===== src/rtl/opcode_encoder_if.sv =====
// opcode_encoder_if: instruction request port and encoded byte stream port
interface opcode_encoder_if;
  logic in_valid;
  logic in_ready;
  logic [26:0] in_sel;
  logic [7:0] in_operand;
  logic out_valid;
  logic out_ready;
  logic [7:0] out_byte;
  logic out_last;
  logic err;
  logic [7:0] err_count;
  modport master (
    output in_valid, in_sel, in_operand, out_ready,
    input in_ready, out_valid, out_byte, out_last, err, err_count
  );
  modport slave (
    input in_valid, in_sel, in_operand, out_ready,
    output in_ready, out_valid, out_byte, out_last, err, err_count
  );
endinterface


===== src/rtl/opcode_encoder.sv =====
// opcode_encoder: one-hot instruction class to opcode (+ optional operand) byte stream
module opcode_encoder #(
  parameter bit EMIT_OPERAND = 1'b1
) (
  input logic clk,
  input logic rst_n,
  opcode_encoder_if.slave bus
);
  typedef enum logic [1:0] {IDLE, OPC, OPR} state_t;
  state_t state;
  logic [7:0] opr;
  logic [7:0] opc;
  logic sel_ok;
  logic take;
  assign bus.in_ready = state == IDLE || (bus.out_ready && bus.out_last);
  assign take = bus.in_valid && bus.in_ready;
  assign sel_ok = $onehot(bus.in_sel) && ~|bus.in_sel[26:23];
  always_comb begin
    opc = 8'h00;
    for (int k = 0; k < 23; k++)
      if (bus.in_sel[k])
        opc = k < 1  ? 8'h00 :
              k < 5  ? 8'(8'h0F + k) :
              k < 15 ? 8'((k - 3) << 4) :
              k < 17 ? 8'(8'hB1 + k) :
              k < 19 ? 8'((k - 4) << 4) :
                       8'(8'hDD + k);
  end
  always_ff @(posedge clk or negedge rst_n)
    if (!rst_n) begin
      state <= IDLE;
      opr <= 8'h00;
      bus.out_valid <= 1'b0;
      bus.out_byte <= 8'h00;
      bus.out_last <= 1'b0;
      bus.err <= 1'b0;
      bus.err_count <= 8'h00;
    end else begin
      bus.err <= take && !sel_ok;
      if (take && !sel_ok && bus.err_count != 8'hFF) bus.err_count <= bus.err_count + 8'd1;
      if (take && sel_ok) begin
        state <= OPC;
        opr <= bus.in_operand;
        bus.out_valid <= 1'b1;
        bus.out_byte <= opc;
        bus.out_last <= !EMIT_OPERAND;
      end else if (state == OPC && bus.out_ready && EMIT_OPERAND) begin
        state <= OPR;
        bus.out_byte <= opr;
        bus.out_last <= 1'b1;
      end else if (state != IDLE && bus.out_ready) begin
        state <= IDLE;
        bus.out_valid <= 1'b0;
        bus.out_last <= 1'b0;
      end
    end
endmodule


===== src/flat_wrapper.sv =====
// flat-port wrapper written by rule: the top's interface ports become plain ports
module opcode_encoder_flat 
#(
  parameter bit EMIT_OPERAND = 1'b1
)
  (clk, rst_n, bus_in_valid, bus_in_sel, bus_in_operand, bus_out_ready, bus_in_ready, bus_out_valid, bus_out_byte, bus_out_last, bus_err, bus_err_count);
  opcode_encoder_if bus_i ();
  input logic clk;
  input logic rst_n;
  input wire logic [$bits(bus_i.in_valid)-1:0] bus_in_valid;
  input wire logic [$bits(bus_i.in_sel)-1:0] bus_in_sel;
  input wire logic [$bits(bus_i.in_operand)-1:0] bus_in_operand;
  input wire logic [$bits(bus_i.out_ready)-1:0] bus_out_ready;
  output wire logic [$bits(bus_i.in_ready)-1:0] bus_in_ready;
  output wire logic [$bits(bus_i.out_valid)-1:0] bus_out_valid;
  output wire logic [$bits(bus_i.out_byte)-1:0] bus_out_byte;
  output wire logic [$bits(bus_i.out_last)-1:0] bus_out_last;
  output wire logic [$bits(bus_i.err)-1:0] bus_err;
  output wire logic [$bits(bus_i.err_count)-1:0] bus_err_count;
  assign bus_i.in_valid = bus_in_valid;
  assign bus_i.in_sel = bus_in_sel;
  assign bus_i.in_operand = bus_in_operand;
  assign bus_i.out_ready = bus_out_ready;
  assign bus_in_ready = bus_i.in_ready;
  assign bus_out_valid = bus_i.out_valid;
  assign bus_out_byte = bus_i.out_byte;
  assign bus_out_last = bus_i.out_last;
  assign bus_err = bus_i.err;
  assign bus_err_count = bus_i.err_count;
  opcode_encoder #(.EMIT_OPERAND(EMIT_OPERAND)) u_core (.clk(clk), .rst_n(rst_n), .bus(bus_i));
endmodule

===== config.mk =====
export PLATFORM = sky130hd
export DESIGN_NAME = opcode_encoder_flat
export DESIGN_NICKNAME = d
export VERILOG_FILES = /design/src/rtl/opcode_encoder_if.sv /design/src/rtl/opcode_encoder.sv /design/src/flat_wrapper.sv
export SDC_FILE = /design/constraint.sdc
export NUM_CORES = 1
export LEC_CHECK = 0
export CAP_MARGIN = 25
export CORE_AREA = 4 4 56 108
export DETAILED_ROUTE_END_ITERATION = 8
export DIE_AREA = 0 0 60 112
export PLACE_DENSITY = 0.75
export SYNTH_ARGS = -nofsm -noshare
export SYNTH_HDL_FRONTEND = slang
export SYNTH_SLANG_ARGS = --single-unit

===== constraint.sdc =====
create_clock -name clk -period 1.74 [get_ports clk]
set_clock_uncertainty 0.15 [all_clocks]
set_input_delay 0.348 -clock clk [delete_from_list [all_inputs] [get_ports clk]]
set_output_delay 0.348 -clock clk [all_outputs]
set_load 0.01 [all_outputs]

==> impl_metrics.yaml <==
route:
  avgRoutedWirePerCell_um: 17.06
  vias_per_cell: 5.305
  ant_nets: 0
  post-route-drc-count: 0
  drtPass1Iterations: 4
  drt_iter0_drc: 38
  routed_wirelength_mm: 6.875
  vias: 2138
clocking:
  clockRootBuffer: "clkbuf_8"
  cts.sinks: 28
  cts_tree: "built"
  clk_path_buf_depth: 2
  cts_hold_buf: 0
  clk_pin_slew_ns: 0.09
  cts_max_level: 1
  cts-buffers-inserted: 3
  clkLatencyLatePin_ns: 0.28
grt:
  grt_pass1_wl_mm: 10.76
  grt_max_degree: 29
  globalRouteOverflowTotal: 0
  grtUsageTotal_pct: 20.90
  grt_pass1_vias: 2439
  antenna_found_initial: 0
sta:
  maxSlewHeadroom_pct: 69.08
  fin_ws_ns: -3.185
  fin_tns_setup_ns: -82.80
  tightest_slew_ns: 0.4596
  slew_violations: 0
  hold_violations: 0
  setup_viol: 28
  post-route-min-period_ns: 4.925
  fin_crit_sh_pct: 283.0
  rsz0062_at_grt: "true"
  max_freq_ghz: 0.2031
yosys:
  synth.avg_cell_area_um2: 10.47
  synth_fp_nets: 299
  ys_warn_count: 0
  synth-seq-cells: 28
  async_flop_share_pct: 100.0
  synth_top_cell_by_area: "dfrtp_1"
  synthTopCellsByArea: "dfrtp_1, fa_1, ha_1"
  synth-edff-count: 0
  synthCells: 218
  netlist_area_mm2: 0.002282
  synth_cell_type_count: 41
  netlist.area_leader.share_pct: 30.70
  yosysSeqAreaShare_pct: 30.70
  synth_flop_cell: "dfrtp_1"
die:
  die_w_um: 60
  die_area_mm2: 0.006720
  die_h_um: 112
  pin_count: 59
  core_area_mm2: 0.005185
  fp-row-count: 37
  start_util_pct: 44.02
layout:
  nFillCells: 358
  drive_gt1_share_pct: 48.41
  final_cell_count_no_fill: 403
  final_area_mm2: 0.003875
  area_growth_syn_to_layout_pct: 69.79
  nets: 427
  num_antenna_cells: 0
power:
  peakVddDrop_mv: 1.644
  power_density_mw_per_mm2: 1212
  p_leak_uw: 0.001935
critical_path:
  slowest_stage: "fa_1"
  end_kind: "flop"
  criticalPathCategory: "in2reg"
  start_kind: "input pin"
  r2r_setup_slack_ns: -0.21
  arrival_ns: 4.95
  crit_path_frequent_cell: "fa_1"
  path_buf_inv: 6
  crit_path_max_fanout: 6
  cpLargestDelayFamily: "adder cells"
  cp_cell_sequence: "buf_6, ha_4, inv_2, fa_2, fa_1, inv_2, fa_1, inv_1, fa_2, fa_1, inv_2, ha_4, fa_1, nor4_1, and3_2, o2111ai_4, buf_6, mux2_4"
  cp_slowest_stage_delay_ns: 0.53
  critPathRequiredTime_ns: 1.76
placement:
  io_buffers: 58
  placed_cells: 384
  routabilityCongestion: 0.8119
  place_area_mm2: 0.003412
  hpwl_mm: 4.952
status:
  status: "finished with violations"
  violations: "setup timing"
run:
  maxCapViolations: 0
worst_hold_path:
  hold_path.class: "in2async"
[layout make-up]
type                    count  area [um^2]  share of cell area [%]
flip-flops and latches     28        700.7                   18.08
repair buffers            125         1102                   28.45
inverters                  42        165.2                   4.262
clock buffers               4        55.05                   1.421
well taps                  58        72.57                   1.873
multi-input cells         146         1779                   45.92
[cells in the final DEF, fill, tap and decap left out, drive strengths merged, types with 6 or more instances in the layout]
| master | instances |
|---|---|
| mux2 | 9 |
| nand2 | 6 |
| clkbuf | 6 |
| fa | 22 |
| ha | 20 |
| mux2i | 9 |
| inv | 42 |
| nor2 | 12 |
| dfrtp | 28 |
| dlygate4sd2 | 7 |
| buf | 90 |
| clkdlybuf4s50 | 22 |
| xnor2 | 7 |
| a21oi | 10 |
[power by group]
group          internal (uW)  switching (uW)
clock network            203             201
registers                796            83.8
logic                   1830            1580
total                   2830            1860
[path summary, 6_finish.rpt]
| check | from | end | cells past startpoint |
|---|---|---|---|
| hold / removal | rst_n | u_core.bus.out_byte[7]$_DFFE_PN0P_ | 2 |
| max in group asynchronous | rst_n | u_core.bus.err_count[2]$_DFFE_PN0P_ | 2 |
| min in group clk | bus_in_sel[22] | u_core.bus.out_byte[1]$_DFFE_PN0P_ | 4 |
| hold reg to reg | u_core.bus.out_valid$_DFFE_PN0P_ | u_core.bus.out_valid$_DFFE_PN0P_ | 2 |
| setup reg to reg | u_core.bus.err_count[0]$_DFFE_PN0P_ | u_core.bus.err_count[1]$_DFFE_PN0P_ | 6 |
| setup / recovery | bus_in_sel[6] | u_core.opr[5]$_DFFE_PN0P_ | 18 |
[sequential cells by signal, indices dropped and copies added (netlist names)]
signal                cells
u_core.bus.out_valid      1
u_core.state              2
u_core.bus.out_byte       8
u_core.opr                8
u_core.bus.err_count      8
u_core.bus.err            1
[logic make-up after synthesis]
| family | after synthesis | synth area share, % |
|---|---|---|
| simple gates | 52 | 12.88 |
| buf+inv | 45 | 7.456 |
| fa+ha+maj | 42 | 30.26 |
| flops | 28 | 30.70 |
| compound gates | 25 | 7.237 |
| mux | 18 | 8.388 |
| xor+xnor | 8 | 3.070 |
[repair_timing]
action	4_1_cts	5_1_grt
gates resized for setup	150	58
setup buffers	9	5
pin swaps	25	29
cloned	1	0
setup endpoints to repair	36	32
[metrics by stage]
| stage | setup slack, ns | utilization, % | power [uW] | hold slack, ns |
|---|---|---|---|---|
| 2_1_floorplan | -3.195 | - | 2413 | -0.09759 |
| 3_3_place_gp | -4.051 | 65.81 | 3584 | 0.3326 |
| 3_5_place_dp | -4.091 | 65.81 | 3715 | 0.3326 |
| 4_1_cts | -3.336 | 70.83 | 4386 | 0.2865 |
| 5_1_grt | -3.322 | 74.73 | 5144 | 0.3089 |
| 6_report | -3.185 | 74.73 | 4697 | 0.2813 |
[cells in the mapped netlist (3+ instances only)]
cell     number
mux2i_1       9
mux2_2        9
o21ai_0       3
dfrtp_1      28
nor2_1       12
fa_1         22
nand4_1       4
a21oi_1       9
nand2_1       6
nor4_1        4
ha_1         20
nor3_1        4
xnor2_1       7
nand3_1       4
and2_1        3
inv_1        42
[metal layers]
layer	up-vias	global-route usage, %	routed length (um)
li1	983	-	-
met5	-	0	0
met2	64	39.31	4174
met3	23	1.972	282
met4	0	10.80	269
met1	1068	21.03	2149
[worst reg2reg max path, cell delays in order, from the launching register on]
cell,delay [ns]
dfrtp_1,0.40
ha_1,0.25
and2_1,0.16
and4_1,0.22
nor2_1,0.16
and2_4,0.18
mux2_2,0.32
Note: power is estimated with default switching activity, not from simulation.
